<file path="src/rtl/lsu_pkg.sv">
// Shared types, funct3 codes and store/alignment helpers for the load/store unit.
package lsu_pkg;

    localparam int unsigned XLEN = 32;
    localparam int unsigned NBE  = XLEN / 8;

    typedef enum logic [2:0] {IDLE, ACCESS, WAIT_RD, RESP, ERR} lsu_state_t;

    localparam logic [2:0] F3_B  = 3'b000;
    localparam logic [2:0] F3_H  = 3'b001;
    localparam logic [2:0] F3_W  = 3'b010;
    localparam logic [2:0] F3_BU = 3'b100;
    localparam logic [2:0] F3_HU = 3'b101;

    // Access attributes kept for the whole transaction after accept.
    typedef struct packed {
        logic       we;
        logic [2:0] funct3;
        logic [1:0] off;
    } lsu_req_t;

    function automatic logic misaligned(input logic [2:0] funct3, input logic [1:0] off);
        case (funct3)
            F3_H, F3_HU: return off[0];
            F3_W:        return off != 2'b00;
            default:     return 1'b0;
        endcase
    endfunction

    // Reserved encodings, and unsigned variants that have no store form.
    function automatic logic illegal_op(input logic [2:0] funct3, input logic we);
        return (funct3 == 3'b011) || (funct3[2:1] == 2'b11) || (we && funct3[2]);
    endfunction

    function automatic logic [NBE-1:0] store_be(input logic [2:0] funct3, input logic [1:0] off);
        case (funct3)
            F3_B:    return NBE'(4'b0001) << off;
            F3_H:    return NBE'(4'b0011) << off;
            F3_W:    return NBE'(4'b1111);
            default: return '0;
        endcase
    endfunction

    function automatic logic [XLEN-1:0] store_lanes(input logic [2:0] funct3, input logic [XLEN-1:0] wdata);
        case (funct3)
            F3_B:    return {4{wdata[7:0]}};
            F3_H:    return {2{wdata[15:0]}};
            default: return wdata;
        endcase
    endfunction

endpackage

</file>
<file path="src/rtl/lsu_ctrl_if.sv">
// Core request/response and data-memory strobe bundle for the load/store unit.
interface lsu_ctrl_if import lsu_pkg::*; #(
    parameter int unsigned MEM_AW = 12
) ();
    logic              req_valid;
    logic              req_ready;
    logic              req_we;
    logic [2:0]        req_funct3;
    logic [XLEN-1:0]   req_addr;
    logic [XLEN-1:0]   req_wdata;
    logic              resp_valid;
    logic              resp_err;
    logic [XLEN-1:0]   resp_rdata;
    logic [MEM_AW-1:0] mem_addr;
    logic              mem_ld;
    logic              mem_str;
    logic [NBE-1:0]    mem_be;
    logic [XLEN-1:0]   mem_wdata;
    logic [XLEN-1:0]   mem_rdata;

    // Environment side: core plus data memory.
    modport master (
        output req_valid, req_we, req_funct3, req_addr, req_wdata, mem_rdata,
        input  req_ready, resp_valid, resp_err, resp_rdata,
               mem_addr, mem_ld, mem_str, mem_be, mem_wdata
    );

    modport slave (
        input  req_valid, req_we, req_funct3, req_addr, req_wdata, mem_rdata,
        output req_ready, resp_valid, resp_err, resp_rdata,
               mem_addr, mem_ld, mem_str, mem_be, mem_wdata
    );
endinterface

</file>
<file path="src/rtl/lsu_load_align.sv">
// Selects the addressed byte/half of a memory word and sign- or zero-extends it.
module lsu_load_align import lsu_pkg::*; (
    input  logic [XLEN-1:0] rdata,
    input  logic [1:0]      off,
    input  logic [2:0]      funct3,
    output logic [XLEN-1:0] ext_data
);
    logic [7:0]  byte_sel;
    logic [15:0] half_sel;

    always_comb begin
        byte_sel = rdata[{off, 3'b000} +: 8];
        half_sel = off[1] ? rdata[31:16] : rdata[15:0];
        case (funct3)
            F3_B:    ext_data = {{24{byte_sel[7]}}, byte_sel};
            F3_BU:   ext_data = {24'h0, byte_sel};
            F3_H:    ext_data = {{16{half_sel[15]}}, half_sel};
            F3_HU:   ext_data = {16'h0, half_sel};
            default: ext_data = rdata;
        endcase
    end
endmodule

</file>
<file path="src/rtl/lsu_ctrl.sv">
// Load/store unit: one aligned access per handshake to a word-addressed data memory.
module lsu_ctrl import lsu_pkg::*; #(
    parameter int unsigned MEM_AW = 12
) (
    input  logic      clk,
    input  logic      rst_n,
    lsu_ctrl_if.slave bus
);
    lsu_state_t      state, state_d;
    lsu_req_t        req_q;
    logic            accept, req_bad, rdata_ld, rdata_clr;
    logic            req_ready_d, resp_valid_d, resp_err_d, mem_ld_d, mem_str_d;
    logic [NBE-1:0]  mem_be_d;
    logic [XLEN-1:0] ext_data;
    logic            unused_addr_hi;

    // Upper address bits alias: memory wraps modulo its byte size.
    assign unused_addr_hi = ^bus.req_addr[XLEN-1:MEM_AW+2];
    assign req_bad = misaligned(bus.req_funct3, bus.req_addr[1:0])
                  || illegal_op(bus.req_funct3, bus.req_we);

    lsu_load_align u_align (
        .rdata    (bus.mem_rdata),
        .off      (req_q.off),
        .funct3   (req_q.funct3),
        .ext_data (ext_data)
    );

    // Next state plus next values of every registered output.
    always_comb begin
        state_d   = state;
        accept    = 1'b0;
        rdata_ld  = 1'b0;
        rdata_clr = 1'b0;
        unique case (state)
            IDLE: begin
                if (bus.req_valid) begin
                    accept = 1'b1;
                    if (req_bad) begin
                        state_d   = ERR;
                        rdata_clr = 1'b1;
                    end else begin
                        state_d = ACCESS;
                    end
                end
            end
            ACCESS: begin
                state_d   = req_q.we ? RESP : WAIT_RD;
                rdata_clr = req_q.we;
            end
            WAIT_RD: begin
                state_d  = RESP;
                rdata_ld = 1'b1;
            end
            RESP:    state_d = IDLE;
            ERR:     state_d = IDLE;
            default: state_d = IDLE;
        endcase

        req_ready_d  = (state_d == IDLE);
        resp_valid_d = (state_d == RESP) || (state_d == ERR);
        resp_err_d   = (state_d == ERR);
        mem_ld_d     = accept && !req_bad && !bus.req_we;
        mem_str_d    = accept && !req_bad && bus.req_we;
        mem_be_d     = mem_str_d ? store_be(bus.req_funct3, bus.req_addr[1:0]) : '0;
    end

    always_ff @(posedge clk or negedge rst_n) begin
        if (!rst_n) begin
            state          <= IDLE;
            req_q          <= '0;
            bus.req_ready  <= 1'b1;
            bus.resp_valid <= 1'b0;
            bus.resp_err   <= 1'b0;
            bus.resp_rdata <= '0;
            bus.mem_addr   <= '0;
            bus.mem_ld     <= 1'b0;
            bus.mem_str    <= 1'b0;
            bus.mem_be     <= '0;
            bus.mem_wdata  <= '0;
        end else begin
            state          <= state_d;
            bus.req_ready  <= req_ready_d;
            bus.resp_valid <= resp_valid_d;
            bus.resp_err   <= resp_err_d;
            bus.mem_ld     <= mem_ld_d;
            bus.mem_str    <= mem_str_d;
            bus.mem_be     <= mem_be_d;
            if (accept) begin
                req_q         <= '{we: bus.req_we, funct3: bus.req_funct3, off: bus.req_addr[1:0]};
                bus.mem_addr  <= bus.req_addr[MEM_AW+1:2];
                bus.mem_wdata <= bus.req_we ? store_lanes(bus.req_funct3, bus.req_wdata) : '0;
            end
            if (rdata_ld) begin
                bus.resp_rdata <= ext_data;
            end else if (rdata_clr) begin
                bus.resp_rdata <= '0;
            end
        end
    end
endmodule
</file>
<file path="src/flat_wrapper.sv">
// flat-port wrapper written by rule: the top's interface ports become plain ports
module lsu_ctrl_flat import lsu_pkg::*;
#(
    parameter int unsigned MEM_AW = 12
)
  (clk, rst_n, bus_req_valid, bus_req_we, bus_req_funct3, bus_req_addr, bus_req_wdata, bus_mem_rdata, bus_req_ready, bus_resp_valid, bus_resp_err, bus_resp_rdata, bus_mem_addr, bus_mem_ld, bus_mem_str, bus_mem_be, bus_mem_wdata);
  lsu_ctrl_if #(.MEM_AW(MEM_AW)) bus_i ();
  input  logic clk;
  input  logic rst_n;
  input wire logic [$bits(bus_i.req_valid)-1:0] bus_req_valid;
  input wire logic [$bits(bus_i.req_we)-1:0] bus_req_we;
  input wire logic [$bits(bus_i.req_funct3)-1:0] bus_req_funct3;
  input wire logic [$bits(bus_i.req_addr)-1:0] bus_req_addr;
  input wire logic [$bits(bus_i.req_wdata)-1:0] bus_req_wdata;
  input wire logic [$bits(bus_i.mem_rdata)-1:0] bus_mem_rdata;
  output wire logic [$bits(bus_i.req_ready)-1:0] bus_req_ready;
  output wire logic [$bits(bus_i.resp_valid)-1:0] bus_resp_valid;
  output wire logic [$bits(bus_i.resp_err)-1:0] bus_resp_err;
  output wire logic [$bits(bus_i.resp_rdata)-1:0] bus_resp_rdata;
  output wire logic [$bits(bus_i.mem_addr)-1:0] bus_mem_addr;
  output wire logic [$bits(bus_i.mem_ld)-1:0] bus_mem_ld;
  output wire logic [$bits(bus_i.mem_str)-1:0] bus_mem_str;
  output wire logic [$bits(bus_i.mem_be)-1:0] bus_mem_be;
  output wire logic [$bits(bus_i.mem_wdata)-1:0] bus_mem_wdata;
  assign bus_i.req_valid = bus_req_valid;
  assign bus_i.req_we = bus_req_we;
  assign bus_i.req_funct3 = bus_req_funct3;
  assign bus_i.req_addr = bus_req_addr;
  assign bus_i.req_wdata = bus_req_wdata;
  assign bus_i.mem_rdata = bus_mem_rdata;
  assign bus_req_ready = bus_i.req_ready;
  assign bus_resp_valid = bus_i.resp_valid;
  assign bus_resp_err = bus_i.resp_err;
  assign bus_resp_rdata = bus_i.resp_rdata;
  assign bus_mem_addr = bus_i.mem_addr;
  assign bus_mem_ld = bus_i.mem_ld;
  assign bus_mem_str = bus_i.mem_str;
  assign bus_mem_be = bus_i.mem_be;
  assign bus_mem_wdata = bus_i.mem_wdata;
  lsu_ctrl #(.MEM_AW(MEM_AW)) u_core (.clk(clk), .rst_n(rst_n), .bus(bus_i));
endmodule
</file>
<file path="config.mk">
export PLATFORM = sky130hd
export DESIGN_NAME = lsu_ctrl_flat
export DESIGN_NICKNAME = d
export VERILOG_FILES = /design/src/rtl/lsu_pkg.sv /design/src/rtl/lsu_ctrl_if.sv /design/src/rtl/lsu_load_align.sv /design/src/rtl/lsu_ctrl.sv /design/src/flat_wrapper.sv
export SDC_FILE = /design/constraint.sdc
export NUM_CORES = 1
export LEC_CHECK = 0
export CORE_UTILIZATION = 43
export DETAILED_ROUTE_END_ITERATION = 7
export GPL_TIMING_DRIVEN = 0
export PLACE_DENSITY_LB_ADDON = 0.12
export SETUP_SLACK_MARGIN = 0.5
export SYNTH_ARGS = -nofsm -noshare
export SYNTH_HDL_FRONTEND = slang
export SYNTH_SLANG_ARGS = --single-unit
</file>
<file path="constraint.sdc">
create_clock -name clk -period 2.9 [get_ports clk]
set_clock_uncertainty 0.05 [all_clocks]
set_input_delay 0.58 -clock clk [delete_from_list [all_inputs] [get_ports clk]]
set_output_delay 0.58 -clock clk [all_outputs]
set_load 0.02 [all_outputs]
</file>
==> summary.md, run 1 <==
| Metric | Value |
|---|---|
| Status | `completed` |
| First-pass GRT wire length | `19930 um` |
| Clk_lat worst skew | `360 ps` |
| Worst reg2reg path depth | `6` |
| DRT Pass-1 Iters | `4` |
| CTS sink cnt | `94` |
| # setup viols final | `0` |
| Post-Syn Instances | `430` |
| Hold-fix buffers, CTS | `0` |
| Clock root cell | `clkbuf_8` |
| # nets final | `716` |
| Fmax | `0.4379 GHz` |
| Initial Utilization | `0.4489` |
| Post-Syn Area | `4428 um2` |
| Total CTS buffers | `9` |
| Antenna fix cells | `0` |
| Vias | `4030` |
| DIE WIDTH | `103.5 um` |
| Worst reg2reg endpoint | `u_core.bus.resp_rdata[24]` |
| Placed instance count | `732` |
| Worst reg2reg path startpoint | `u_core.state[0]` |
| DIE HEIGHT | `103.5 um` |
| Top cell type by total area after synthesis | `dfrtp_1` |
| CP endpoint | `u_core.bus.resp_rdata[2]` |
| Flops & latches, synth | `94` |
| Area contributors post-synth | `dfrtp_1, nand2_1, mux2i_1` |
| Row cnt | `36` |
| Fin crit period | `2283 ps` |
| Crit-path max FO | `10` |
| Area delta synth->final | `47.13%` |
| Final Hold Vio Count | `0` |
| Largest net degree at the start of global routing | `53` |
| Post-synthesis net count | `533` |
| RSZ-0062 raised after global routing | `no` |
| Iter 0 DRT Violations | `181` |
| Fin area | `6515 um2` |
| Post-synthesis sequential area ratio | `0.5315` |
| Setup crit start kind | `primary input` |
| GRT Resource Usage Total | `0.2452` |
| FFs w/ async S/R, synth | `1.000` |
| Worst R2R Setup Slack | `720 ps` |
| Number of top-level pins | `188` |
| Max VDD drop | `0.4549 mV` |
| Grt total ovfl | `0` |
| Hold Crit Class | `primary input to async pin` |
| Crit end category | `flop` |
| Dpl hpwl | `9454 um` |
| Post-synth cell types | `40` |
| CTS tree | `done` |
| Max cap viols | `0` |
| Clk buf depth | `2` |
| Placer Congestion | `0.8647` |
| WS Path Type | `primary input to flop` |
| Avg Cell Area, Syn | `10.30 um2` |
| Pwr Density | `998.1 nW/um2` |
| Worst Max-Slew Pin Slew | `709.8 ps` |
| Vias in the first global route | `4017` |
| Final period util | `0.7874` |
| Crit path required time | `3130 ps` |
| Placed Area | `6301 um2` |
| Initial antenna violation count | `0` |
| Final Total Pwr | `6.503 mW` |
| Min Hold Slack | `162.3 ps` |
| Vias per std cell | `5.366` |
| Quantity of I/O buffers inserted on ports | `168` |
| Post-synth EDFFs | `0` |
| Ratio of cells with drive above 1 in the final layout | `0.09871` |
| Share of the synthesized area in the top cell type | `0.5256` |
| Htree depth | `3` |
| Core area | `9864 um2` |
| Final count of pins violating max slew | `0` |
| Slew margin rel. | `0.5268` |
| Drt total wl | `12690 um` |
| Yosys warns | `0` |
| Die area | `10710 um2` |
| Critical Path AT | `2510 ps` |
| Top FF cell, synth | `dfrtp_1` |
| WL/cell | `16.90 um` |
| Remaining DRCs | `0` |
| Setup crit start | `bus_req_addr[0]` |
| Routed Antenna Nets | `0` |
| Layout Cells excl Fill | `751` |
| Leakage power | `2.860 nW` |
| Clk slew on worst S/H paths | `90 ps` |
## stage by stage
step / TNS [ps] / worst slack [ps] / utilization
after CTS: 0 / 541.2 / 0.6575
final: 0 / 616.6 / 0.6605
after global placement: -209140 / -2242 / 0.6362
after floorplan: 0 / 887.0 / -
after global routing: 0 / 500.7 / 0.6605
after detailed placement: -35.69 / -20.39 / 0.6388
## power breakdown
| part | internal, mW | leakage (nW) | switching (mW) |
|---|---|---|---|
| Sequential | 1.84 | 1.21 | 0.288 |
| Clock | 0.313 | 0.0894 | 0.477 |
| Combinational | 1.69 | 1.56 | 1.89 |
| Total | 3.84 | 2.86 | 2.66 |
## critical path, cell delays in order
cell and delay, ps:
clkdlybuf4s50_1 550, nor4_1 600, nor3_2 80, nor2b_1 160, buf_6 150, buf_2 240, o2bb2ai_1 150
## synthesized netlist by cell type (10+ instances only)
cell type  count
a21oi_1       24
a221o_1       16
a22o_1        15
clkbuf_1      25
dfrtp_1       93
mux2_2        10
mux2i_1       24
nand2_1       83
nand2b_1      16
nor2_1        11
o21ai_0       27
or2_2         15
## flip-flops by register name (all words and copies together) (netlist names)
register and flops:
u_core.req_q 6, u_core.bus.resp_valid 1, u_core.bus.resp_rdata 32, u_core.bus.mem_ld 1, u_core.bus.mem_str 1, u_core.bus.mem_be 4
u_core.bus.resp_err 1, u_core.bus.mem_wdata 32, u_core.state 3, u_core.bus.req_ready 1, u_core.bus.mem_addr 12
## layout make-up
type | count | area, um2
fillers | 828 | 3349
flip-flops and latches | 94 | 2354
multi-input cells | 296 | 1909
repair buffers | 172 | 1729
well taps | 133 | 166.4
plain buffers | 35 | 165.2
clock buffers | 9 | 123.9
clock inverters | 7 | 48.80
inverters | 5 | 18.77
## kinds of logic (layout without fill, tap and decap cells)
family,count (synthesis),in the layout,synth area share
simple gates,153,153,0.1664
compound gates,107,107,0.1738
flops,94,94,0.5315
buf+inv,40,228,0.04154
mux,35,35,0.08477
xor+xnor,1,1,0.001978
## worst min path at each step
stage                             from                        end  slack (ps)  cells past startpoint
2_1_floorplan                    rst_n     u_core.bus.mem_addr[0]         230                      0
3_3_place_gp   u_core.bus.mem_wdata[1]    u_core.bus.mem_wdata[1]         400                      2
3_5_place_dp    u_core.bus.mem_addr[3]     u_core.bus.mem_addr[3]         410                      2
4_1_cts                          rst_n  u_core.bus.resp_rdata[29]         180                      1
5_1_grt                          rst_n        u_core.bus.resp_err         200                      1
6_report                         rst_n  u_core.bus.resp_rdata[28]         160                      1
## layer usage
layer / global-route usage / wire length [um] / vias to the layer above
li1: - / - / 1885
met1: 0.3018 / 5241 / 1989
met2: 0.4223 / 6386 / 143
met3: 0.06116 / 925 / 13
met4: 0.08017 / 140 / 0
met5: 0 / 0 / -
## cells in the final DEF (no fill, tap or decap), types with 8 or more instances in the layout
master	n
a22o_1	15
nor2b_1	8
clkbuf_1	25
nand2_1	83
or2_2	15
clkdlybuf4s50_1	167
mux2i_1	24
a21oi_1	23
mux2_2	10
nand3_1	8
nand2b_1	16
a221o_1	16
a32o_1	8
nor2_1	11
clkbuf_8	9
dfrtp_1	93
o21ai_0	27
## timing repair
action                                  in CTS  in global routing
pin swaps                                    0                  1
cloned                                       0                  0
buffers inserted                             0                  3
resized for setup                            2                  1
endpoints found under the setup margin      12                 12
(Power assumes the default switching activity.)
==> inputs of run 2 (changes only) <==
--- a/config.mk
+++ b/config.mk
@@ -5,7 +5,7 @@
 export SDC_FILE = /design/constraint.sdc
 export NUM_CORES = 1
 export LEC_CHECK = 0
-export CORE_UTILIZATION = 43
+export CORE_UTILIZATION = 39
 export DETAILED_ROUTE_END_ITERATION = 7
 export GPL_TIMING_DRIVEN = 0
 export PLACE_DENSITY_LB_ADDON = 0.12
==> constraint.sdc (replaced) <==
create_clock -name clk -period 2 [get_ports clk]
set_clock_uncertainty 0.05 [all_clocks]
set_input_delay 0.4 -clock clk [delete_from_list [all_inputs] [get_ports clk]]
set_output_delay 0.4 -clock clk [all_outputs]
set_load 0.02 [all_outputs]
==> run 2 against run 1 <==
The flow now finishes with violations (negative setup slack). Total power increased by 63%. Sequential power grew 47%. Routed wire length up 12%. Clock power grew 140%. Hold slack gained 230 ps. Worst setup slack worse by 630 ps. Die area up 10%. Clock-buffer cell count grew 2. Global-route usage rose by 0.47 points. Utilization decreased by 1.3 points. Critical endpoint is now u_core.bus.mem_wdata[29]. Largest power group unchanged.
==> summary.md, run 2 (same netlist as run 1, synthesis figures left out) <==
| Metric | Value |
|---|---|
| Drt total wl | `14210 um` |
| Vias per std cell | `5.329` |
| Row cnt | `38` |
| Slew margin rel. | `0.6385` |
| WS Path Type | `flop to flop` |
| Initial Utilization | `0.4049` |
| Critical Path, Cell by Cell | `buf_6, or4b_4, buf_4, buf_6, clkbuf_16, clkbuf_16, a22o_1` |
| Antenna fix cells | `0` |
| Clk slew on worst S/H paths | `60 ps` |
| Most frequent cells in the layout | `dfrtp_1, clkdlybuf4s50_1, nand2_1, clkbuf_2, clkdlybuf4s15_1` |
| First-pass GRT wire length | `22220 um` |
| Final Hold Vio Count | `0` |
| Fin area | `7084 um2` |
| Crit end category | `flop` |
| Htree depth | `3` |
| Finished Core Util | `0.6478` |
| Core area | `10940 um2` |
| Largest net degree at the start of global routing | `67` |
| Placer Congestion | `0.7906` |
| Worst reg2reg path depth | `7` |
| Slowest stage delay, CP | `540 ps` |
| Status | `complete, but fails checks` |
| Initial antenna violation count | `0` |
| Multi-input logic area | `2066 um2` |
| Number of top-level pins | `188` |
| DIE HEIGHT | `108.6 um` |
| Critical Path AT | `2190 ps` |
| DIE WIDTH | `108.6 um` |
| Clk buf depth | `2` |
| Final Total Pwr | `10.61 mW` |
| Failing checks | `negative setup slack` |
| Area delta synth->final | `59.99%` |
| Commonest non-fill, non-tap cell in the layout | `dfrtp_1` |
| Final WS setup | `-9.671 ps` |
| Routed Antenna Nets | `0` |
| Crit-path max FO | `7` |
| Clk_lat worst skew | `340 ps` |
| CP max stage cell | `or4b_4` |
| FF/Latch Area | `2355 um2` |
| Vias | `4151` |
| Crit path required time | `2180 ps` |
| DRT Pass-1 Iters | `4` |
| Hold Crit Class | `primary input to flop` |
| Pwr Density | `1498 nW/um2` |
| Final count of pins violating max slew | `0` |
| Final setup TNS | `-55.71 ps` |
| # nets final | `737` |
| RSZ-0062 raised after global routing | `yes` |
| CTS tree | `done` |
| Vias in the first global route | `4324` |
| Remaining DRCs | `0` |
| # setup viols final | `14` |
| Worst Max-Slew Pin Slew | `542.2 ps` |
| Setup crit start kind | `flop` |
| Clock root cell | `clkbuf_16` |
| Ratio of cells with drive above 1 in the final layout | `0.2786` |
| Iter 0 DRT Violations | `207` |
| Die area | `11780 um2` |
| Placed Area | `6356 um2` |
| GRT Resource Usage Total | `0.2499` |
| Grt total ovfl | `0` |
| Fmax | `0.4976 GHz` |
| Leakage power | `3.300 nW` |
| Total CTS buffers | `9` |
| Fillers | `891` |
| Fin crit period | `2010 ps` |
| WL/cell | `18.24 um` |
| Dpl hpwl | `9907 um` |
| Quantity of I/O buffers inserted on ports | `168` |
| Max cap viols | `0` |
| CTS sink cnt | `94` |
| Hold path depth | `2` |
| Max VDD drop | `0.7546 mV` |
| Final period util | `1.005` |
| Largest registers | `u_core.bus.mem_wdata: 32 flops, u_core.bus.resp_rdata: 32 flops, u_core.bus.mem_addr: 12 flops` |
[run 2: worst paths after layout]
path | start | end | slack [ps]
max in group asynchronous | rst_n | u_core.state[2] | 770
setup reg to reg | u_core.state[0] | u_core.bus.mem_wdata[29] | -10
setup / recovery | u_core.state[0] | u_core.bus.mem_wdata[29] | -10
min in group asynchronous | rst_n | u_core.bus.resp_rdata[13] | 480
hold reg to reg | u_core.bus.mem_addr[0] | u_core.bus.mem_addr[0] | 440
hold / removal | bus_req_valid | u_core.bus.req_ready | 400
[run 2: power breakdown]
group,switching [mW],internal [mW]
clock network,0.750,1.13
logic,2.99,2.59
registers,0.466,2.68
total,4.21,6.40
[run 2: stage by stage]
stage / worst slack [ps] / hold slack [ps] / instances
floorplan: 98.18 / 54.41 / 430
global placement: -3047 / 400.6 / 738
detailed placement: -843.8 / 309.8 / 739
CTS: -12.09 / 370.3 / 772
global route: -64.98 / 405.2 / 779
finish: -9.671 / 396.0 / 779
[run 2: timing repair]
item	4_1_cts	5_1_grt
pin swaps	67	2
endpoints found under the setup margin	176	145
hold buffers	1	0
endpoints found under the hold margin	27	0
gates resized for setup	238	66
cloned	6	0
setup buffers	10	7
[run 2: layer usage]
metal  up-vias  GRT usage  wire, um
met3        25    0.05304       988
met1      2039     0.3300      6237
li1       1940          -         -
met5         -          0         0
met4         0     0.1081       324
met2       147     0.3960      6658
[run 2: cell type report]
| cell class | count | share of cell area |
|---|---|---|
| Multi-Input combinational cell | 296 | 0.2916 |
| Sequential cell | 94 | 0.3324 |
| Clock inverter | 5 | 0.01183 |
| Inverter | 5 | 0.002649 |
| Timing Repair Buffer | 193 | 0.2550 |
| Clock buffer | 11 | 0.03426 |
| Buffer | 35 | 0.04751 |
| Tap cell | 140 | 0.02473 |
[run 2: critical path, delay by kind of cell, from the launching register on]
kind,cells,cell delay [ps]
AOI/OAI and AO/OA,1,210
buffers and inverters,5,720
DFF,1,380
and+or+nand+nor,1,540
==> inputs of run 3 (changes only) <==
--- a/config.mk
+++ b/config.mk
@@ -5,11 +5,14 @@
 export SDC_FILE = /design/constraint.sdc
 export NUM_CORES = 1
 export LEC_CHECK = 0
+export CORE_ASPECT_RATIO = 1.1
 export CORE_UTILIZATION = 39
 export DETAILED_ROUTE_END_ITERATION = 7
 export GPL_TIMING_DRIVEN = 0
+export HOLD_SLACK_MARGIN = 0.12
 export PLACE_DENSITY_LB_ADDON = 0.12
 export SETUP_SLACK_MARGIN = 0.5
 export SYNTH_ARGS = -nofsm -noshare
 export SYNTH_HDL_FRONTEND = slang
 export SYNTH_SLANG_ARGS = --single-unit
+export TNS_END_PERCENT = 50
==> run 3 against run 2 <==
Critical path depth unchanged. Clock-buffer cell count decreased by 1. Worst setup slack got worse by 46 ps. Critical path type unchanged. Critical endpoint is now u_core.bus.resp_rdata[25]. Via count decreased by 0.77%. The run still ends with negative setup slack left.
==> summary.md, run 3 (same netlist as run 1, synthesis figures left out) <==
| Metric | Value |
|---|---|
| FF/Latch Area | `2355 um2` |
| Worst reg2reg path startpoint | `u_core.state[0]` |
| Number of top-level pins | `188` |
| First-pass GRT wire length | `21800 um` |
| Setup Slack @ Placement | `-864.0 ps` |
| DRT Pass-1 Iters | `4` |
| Final WS setup | `-55.75 ps` |
| Vias per std cell | `5.207` |
| Row cnt | `40` |
| Total CTS buffers | `9` |
| GRT Resource Usage Total | `0.2396` |
| WS Path Type | `flop to flop` |
| Final setup TNS | `-990.7 ps` |
| Crit path required time | `2180 ps` |
| Clk buf depth | `2` |
| Worst reg2reg endpoint | `u_core.bus.resp_rdata[25]` |
| Drt total wl | `13730 um` |
| Placer Congestion | `0.8111` |
| # setup viols final | `26` |
| Vias in the first global route | `4218` |
| Critical Path AT | `2230 ps` |
| Fillers | `922` |
| Fin area | `7181 um2` |
| Hold Crit Class | `primary input to flop` |
| Clock root cell | `clkbuf_16` |
| Final count of pins violating max slew | `0` |
| Fin crit period | `2056 ps` |
| CTS tree | `done` |
| Largest registers | `u_core.bus.mem_wdata: 32 flops, u_core.bus.resp_rdata: 32 flops, u_core.bus.mem_addr: 12 flops` |
| Final Hold Vio Count | `0` |
| Clk slew on worst S/H paths | `70 ps` |
| Fmax | `0.4864 GHz` |
| Remaining DRCs | `0` |
| Worst Max-Slew Pin Slew | `660.7 ps` |
| Core area | `11010 um2` |
| Worst reg2reg path depth | `7` |
| WL/cell | `17.36 um` |
| Crit end category | `flop` |
| Failing checks | `negative setup slack` |
| Quantity of I/O buffers inserted on ports | `168` |
| Dpl hpwl | `9663 um` |
| Vias | `4119` |
| DIE WIDTH | `103.6 um` |
| DIE HEIGHT | `113.8 um` |
| Iter 0 DRT Violations | `131` |
| # nets final | `743` |
| RSZ-0062 raised after global routing | `yes` |
| Placed instance count | `746` |
| Initial antenna violation count | `0` |
| CTS sink cnt | `94` |
| Leakage power | `3.343 nW` |
| Multi-input logic area | `2064 um2` |
| Hold path depth | `2` |
| Die area | `11780 um2` |
| Hold_sp | `bus_req_valid` |
| Area delta synth->final | `62.16%` |
| Htree depth | `3` |
| Most frequent cells in the layout | `dfrtp_1, nand2_1, clkdlybuf4s50_1, clkdlybuf4s15_1, clkbuf_2` |
| Grt total ovfl | `0` |
| Worst R2R Setup Slack | `-60 ps` |
| Initial Utilization | `0.4022` |
| Max VDD drop | `0.6244 mV` |
| Largest net degree at the start of global routing | `65` |
| Max cap viols | `0` |
| Worst Hold End | `u_core.bus.req_ready` |
| Commonest non-fill, non-tap cell in the layout | `dfrtp_1` |
| Slew margin rel. | `0.5595` |
| Final period util | `1.028` |
| Layout Cells excl Fill | `791` |
| Clk_lat worst skew | `350 ps` |
| Status | `complete, but fails checks` |
| Placed Area | `6349 um2` |
| Pwr Density | `1474 nW/um2` |
| Crit-path max FO | `10` |
| Antenna fix cells | `0` |
| Ratio of cells with drive above 1 in the final layout | `0.2345` |
| Routed Antenna Nets | `0` |
| Setup crit start kind | `flop` |
| Finished Core Util | `0.6522` |
[run 3: changes by cell type in the layout (fill, tap and decap cells not counted), moves of 4 or more]
cell             delta
a21oi_2             +7
o21ai_1             -6
a21oi_1             -7
buf_4               +4
o2bb2ai_2           +4
clkbuf_2           -10
clkdlybuf4s15_2     -7
o21ai_0             +6
clkdlybuf4s15_1    +19
nand2_1            +29
o2bb2ai_1           -4
nand2_2            -29
[run 3: cell type report]
class,instances,area share
Sequential cell,94,0.3279
Multi-Input combinational cell,296,0.2875
Timing Repair Buffer,199,0.2656
Buffer,35,0.04844
Clock buffer,10,0.03328
Tap cell,147,0.02561
Clock inverter,5,0.008364
Inverter,5,0.003311
[run 3: critical path: stages (launching register included)]
cell     delay, ps
dfrtp_1        380
buf_6          130
or4b_4         530
nor3_4         160
nor2b_1         80
buf_6          140
buf_6          140
a221o_1        310
[run 3: routing by layer]
metal  global-route usage  vias up  wire [um]
met2               0.4362      141       7119
met1               0.2693     2016       5369
met4               0.1034        0        337
met5                    0        -          0
li1                     -     1941          -
met3              0.05600       21        906
[run 3: power breakdown]
| part | switching (mW) | internal [mW] | total, mW |
|---|---|---|---|
| Clock | 0.742 | 0.998 | 1.74 |
| Sequential | 0.419 | 2.67 | 3.09 |
| Combinational | 3.01 | 2.74 | 5.75 |
| Total | 4.17 | 6.42 | 10.6 |
[run 3: how the worst max path moves through the flow]
stage | slack [ps] | to | from | cells after the start
final | -60 | u_core.bus.resp_rdata[25] | u_core.state[0] | 7
after global routing | -120 | u_core.bus.resp_rdata[29] | u_core.state[0] | 7
after CTS | -40 | u_core.bus.resp_rdata[30] | u_core.state[0] | 7
after detailed placement | -860 | u_core.bus.mem_wdata[30] | bus_req_valid | 6
after global placement | -3090 | u_core.bus.mem_addr[3] | rst_n | 1
after floorplan | 100 | u_core.bus.resp_rdata[21] | u_core.state[0] | 7
[run 3: repair_timing]
action | CTS | global route
pin swaps | 8 | 6
resized for setup | 200 | 82
setup buffers | 18 | 8
hold endpoints to repair | 30 | 0
setup endpoints to repair | 176 | 138
gates cloned | 2 | 1
hold buffers | 1 | 0
[run 3: through the flow]
stage	hold slack, ps	total power [mW]
after detailed placement	311.9	8.322
after CTS	336.6	10.25
after floorplan	54.41	6.075
final	352.1	10.59
after global placement	398.4	8.211
after global routing	387.8	11.23
==> variant 1 (flow settings as in run 2) <==
The 5 states of `lsu_state_t` get a one-hot encoding in 5 bits.
--- a/src/rtl/lsu_pkg.sv
+++ b/src/rtl/lsu_pkg.sv
@@ -5,5 +5,5 @@
     localparam int unsigned NBE  = XLEN / 8;
 
-    typedef enum logic [2:0] {IDLE, ACCESS, WAIT_RD, RESP, ERR} lsu_state_t;
+    typedef enum logic [4:0] {IDLE = 5'b00001, ACCESS = 5'b00010, WAIT_RD = 5'b00100, RESP = 5'b01000, ERR = 5'b10000} lsu_state_t;
 
     localparam logic [2:0] F3_B  = 3'b000;
Function: no difference found for any inputs over 10 cycles, from zero or initial values and one cycle with rst_n low; not proved beyond that.
==> variant 1 against run 2 <==
Utilization increased by 2.9 points. Area after synthesis increased by 3.7%. Design area increased by 9.5%. Total power decreased by 24%. Sequential power decreased by 13%. Routed wire length increased by 8.0%. Worst setup slack improved by 0.15 ns. Sequential cell count increased by 2. Critical path type unchanged. Largest power group unchanged.
==> variant 1: results (changes against run 2) <==
Global routing
  • Met2 usage: 0.4025 (+0.006463)
  • Global-route wire length before repair: 23.27 mm (+4.7%)
  • Tot GR Track Use: 0.2397 (-0.01028)
  • M3 GR Usage: 0.05708 (+0.004036)
  • Initial antenna violation count: 0 (unchanged)
  • Grt met1 use: 0.2984 (-0.03159)
  • Largest net degree at the start of global routing: 74 (+10%)
  • Vias in the first global route: 4503 (+4.1%)

Synth
  • Most common cell in the netlist: nand2_1
  • Synth warn: 0 (unchanged)
  • Synth top cells by count: nand2_1, dfrtp_1, nor2_1
  • Sequential fraction of the synthesis area: 0.5237 (-0.007800)
  • Cell variety after synth: 43 (+7.5%)
  • Main area contributors after synthesis: dfrtp_1, nand2_1, a221o_1
  • Fraction of registers with async set/reset: 1.000 (unchanged)
  • Syn nets: 553 (+3.8%)

Detailed routing
  • WL/cell: 18.90 um (+3.6%)
  • Vias per cell: 5.491 (+3.1%)
  • Initial DRC Count: 246 (+19%)
  • Pre-Repair DR Iteration Count: 4 (unchanged)

Placed design
  • GP Congestion: 0.8519 (+7.8%)
  • IO Port Bufs: 166 (-1.2%)
  • Dpl hpwl: 9.994 mm (+0.88%)

Worst hold path
  • Worst Hold Class: in2reg

CTS
  • Clock latency on the worst-skew pair: 0.34 ns (about the same)
  • H-tree depth: 3 (unchanged)

Pwr
  • Worst ir drop on vdd: 0.0005787 V (-23%)
  • Leak pwr: 0.003552 uW (+7.7%)

Layout
  • Nets: 767 (+4.1%)
  • Layout cells sized above 1: 0.3767 (+0.09812)

Run status
  • Status: complete, no violations

Critical path
  • Slowest stage cell, crit path: dfstp_2
  • Worst Path Arrival: 2.08 ns (-0.11 ns)
  • Top delay family on crit path: simple AND/OR/NAND/NOR gates
  • Max incr delay on CP: about 0.55 ns

STA
  • Slew headroom: 0.5466 (-0.09188)
## variant 1: layout make-up
type	instances	area, um^2
Clock buffer	11	242.7
Timing Repair Buffer	203	1917
Buffer	36	392.9
Clock inverter	5	53.80
Multi-Input combinational cell	314	2550
Inverter	4	15.01
Sequential cell	96	2409
Fill cell	874	3709
Tap cell	143	178.9
## variant 1: final timing paths
check / start / to / slack, ns / cells after the start
hold reg to reg: u_core.bus.mem_addr[2] / u_core.bus.mem_addr[2] / 0.43 / 2
setup / recovery: u_core.state[0] / u_core.bus.mem_ld / 0.14 / 6
setup reg to reg: u_core.state[0] / u_core.bus.mem_ld / 0.14 / 6
hold / removal: bus_req_addr[0] / u_core.req_q[0] / 0.28 / 3
min in group asynchronous: rst_n / u_core.bus.mem_addr[7] / 0.45 / 2
max in group asynchronous: rst_n / u_core.bus.req_ready / 0.77 / 3
## variant 1: stage by stage
stage | area, um^2 | hold slack (ns) | worst slack [ns] | std cells
floorplan | 4671 | 0.05441 | 0.2658 | 450
global placement | 6511 | 0.4008 | -3.432 | 759
detailed placement | 6536 | 0.2819 | -0.5373 | 760
CTS | 7320 | 0.2640 | 0.1992 | 801
global route | 7759 | 0.3067 | 0.09006 | 812
finish | 7759 | 0.2788 | 0.1407 | 812
## variant 1: cells by family (layout without fill, tap and decap cells)
logic type / after synthesis / after routing / synth area share
AND/OR/NAND/NOR: 182 / 182 / 0.1845
buffers and inverters: 40 / 259 / 0.05122
AO/OA/AOI/OAI: 117 / 117 / 0.1997
multiplexers: 15 / 15 / 0.04087
flip-flops: 96 / 96 / 0.5237
## variant 1: per-layer routing
layer	vias to the layer above	wire length [um]	part of all wire
met3	29	958	0.062
met2	176	7660	0.50
met5	-	0	0
met1	2213	6404	0.42
met4	0	323	0.021
li1	2041	-	-
## variant 1: timing repair
item | 4_1_cts | 5_1_grt
pin swaps | 12 | 42
resized for setup | 227 | 176
cloned | 3 | 8
setup endpoints to repair | 179 | 154
buffers inserted | 21 | 3
hold buffers | 1 | 0
endpoints found under the hold margin | 23 | 0
## variant 1: power breakdown
group          leakage [uW]  switching [uW]  internal [uW]  total, uW
Combinational       0.00214            1990           1630       3620
Sequential          0.00127             370           2350       2720
Clock              0.000150             749           1000       1750
Total               0.00355            3110           4990       8090
## variant 1: worst register-to-register path, cell delays in order, from the launching register on
cell,delay (ns)
dfstp_2,0.55
nand3b_1,0.22
or2_4,0.36
buf_12,0.16
buf_12,0.15
clkbuf_16,0.16
nor3_2,0.13
==> variant 2 (config.mk and constraints of run 2) <==
Made on the original files. `MEM_AW` is set to 12 in 3 places; all go to 11.
--- a/src/rtl/lsu_ctrl_if.sv
+++ b/src/rtl/lsu_ctrl_if.sv
@@ -1,5 +1,5 @@
 // Core request/response and data-memory strobe bundle for the load/store unit.
 interface lsu_ctrl_if import lsu_pkg::*; #(
-    parameter int unsigned MEM_AW = 12
+    parameter int unsigned MEM_AW = 11
 ) ();
     logic              req_valid;
--- a/src/rtl/lsu_ctrl.sv
+++ b/src/rtl/lsu_ctrl.sv
@@ -1,5 +1,5 @@
 // Load/store unit: one aligned access per handshake to a word-addressed data memory.
 module lsu_ctrl import lsu_pkg::*; #(
-    parameter int unsigned MEM_AW = 12
+    parameter int unsigned MEM_AW = 11
 ) (
     input  logic      clk,
--- a/src/flat_wrapper.sv
+++ b/src/flat_wrapper.sv
@@ -2,5 +2,5 @@
 module lsu_ctrl_flat import lsu_pkg::*;
 #(
-    parameter int unsigned MEM_AW = 12
+    parameter int unsigned MEM_AW = 11
 )
   (clk, rst_n, bus_req_valid, bus_req_we, bus_req_funct3, bus_req_addr, bus_req_wdata, bus_mem_rdata, bus_req_ready, bus_resp_valid, bus_resp_err, bus_resp_rdata, bus_mem_addr, bus_mem_ld, bus_mem_str, bus_mem_be, bus_mem_wdata);
Interface: changed (resized bus_mem_addr); port bits go from 188 to 187. No check against the original RTL was run, so the function may have changed too.
==> variant 2 against run 2 <==
Worst hold slack got worse by 0.065 ns. Critical path type unchanged. Routed wire length down 9.3%. Sequential cell count is 1 lower. Sequential power down 3%. Clock power shrank 40%. First-iteration DRC count decreased by 7.7%. Area after synthesis down 4.1%. Total power fell by 13%. Global-route usage down 1.4 points. Design area is 5.2% lower. Utilization shrank 0.30 points. The flow still finishes with violations (setup timing). Worst setup slack got worse by 0.036 ns. Largest cell class unchanged.
==> variant 2: results (changes against run 2) <==
Global routing
  • Tot GR Track Use: 0.2358 (-0.01413)
  • Global-route wire length before repair: 20.28 mm (-8.7%)
  • Vias in the first global route: 3876 (-10%)
  • Largest net degree at the start of global routing: 61 (-9.0%)
  • Grt met1 use: 0.3087 (-0.02130)

Detailed routing
  • Vias: 3843 (-7.4%)
  • Initial DRC Count: 191 (-7.7%)

Synth
  • Post-synth top area share: 0.5423 (+0.01672)
  • Compound-gate portion of the synthesized area: 0.1721 (-0.001659)
  • Synth top cells by count: dfrtp_1, nand2_1, o21ai_0
  • Syn_area_per_cell: 10.56 um^2 (+2.6%)
  • Synth Area in XOR/XNOR: 0 (-0.001978)

Layout
  • Nets: 707 (-4.1%)
  • Largest registers: u_core.bus.mem_wdata (32), u_core.bus.resp_rdata (32), u_core.bus.mem_addr (11)
  • Finished Layout Cells: 743 (-4.6%)

Run status
  • Failing checks: setup timing
  • Status: finished with violations

Critical path
  • Max incr delay on CP: 0.49 ns (-0.05 ns)
  • Top delay family on crit path: simple AND/OR/NAND/NOR gates
  • CP max FO: 8 (+1)

STA
  • Number of setup violations in the final report: 16 (+2)
  • Final setup margin: -0.04572 ns (-0.03605 ns)

CTS
  • Clock slew at reported path FFs: 0.09 ns (+0.03 ns)
  • Clk root buf: clkbuf_8

Placed design
  • GP Congestion: 0.8068 (+2.0%)
  • Worst Setup Slack post-DPL: -0.8146 ns (+0.02921 ns)
  • IO Port Bufs: 166 (-1.2%)
  • Post-DP Area: 6146 um^2 (-3.3%)
-- variant 2: cell types whose count changed in the layout (fill, tap and decap cells not counted), sizes merged, moves of 3 or more --
| cell | before | now |
|---|---|---|
| o221ai | 0 | 5 |
| clkbuf | 70 | 51 |
| nand3 | 8 | 0 |
| buf | 33 | 49 |
| nor2b | 8 | 2 |
| o21ai | 27 | 23 |
| dlygate4sd2 | 11 | 3 |
| a21oi | 24 | 17 |
| nand2 | 83 | 92 |
| mux2i | 24 | 21 |
-- variant 2: timing repair --
item	4_1_cts	5_1_grt
gates resized for setup	293	56
hold buffers	1	0
gates cloned	5	1
setup buffers	16	1
hold endpoints to repair	33	0
pin swaps	10	15
endpoints found under the setup margin	175	125
-- variant 2: power breakdown --
part           switching, uW  total (uW)  internal, uW
registers                425        3040          2620
logic                   2680        5090          2400
clock network            631        1130           504
-- variant 2: worst paths after layout --
| path | slack (ns) | to | start | depth (start not counted) |
|---|---|---|---|---|
| max | -0.05 | u_core.bus.resp_rdata[30] | u_core.state[0] | 7 |
| min | 0.33 | u_core.bus.req_ready | bus_req_valid | 2 |
| max reg2reg | -0.05 | u_core.bus.resp_rdata[30] | u_core.state[0] | 7 |
| min reg2reg | 0.43 | u_core.bus.mem_addr[9] | u_core.bus.mem_addr[9] | 2 |
| max in group asynchronous | 0.74 | u_core.bus.req_ready | rst_n | 3 |
| min in group asynchronous | 0.49 | u_core.bus.mem_wdata[23] | rst_n | 2 |
-- variant 2: area by class of cell --
class | instances | area (um^2)
multi-input combinational | 277 | 1913
fill | 891 | 3700
buffer | 28 | 284.0
clock inverter | 2 | 10.01
tap | 136 | 170.2
inverter | 4 | 15.01
timing repair buffer | 191 | 1838
clock buffer | 12 | 155.1
sequential | 93 | 2331
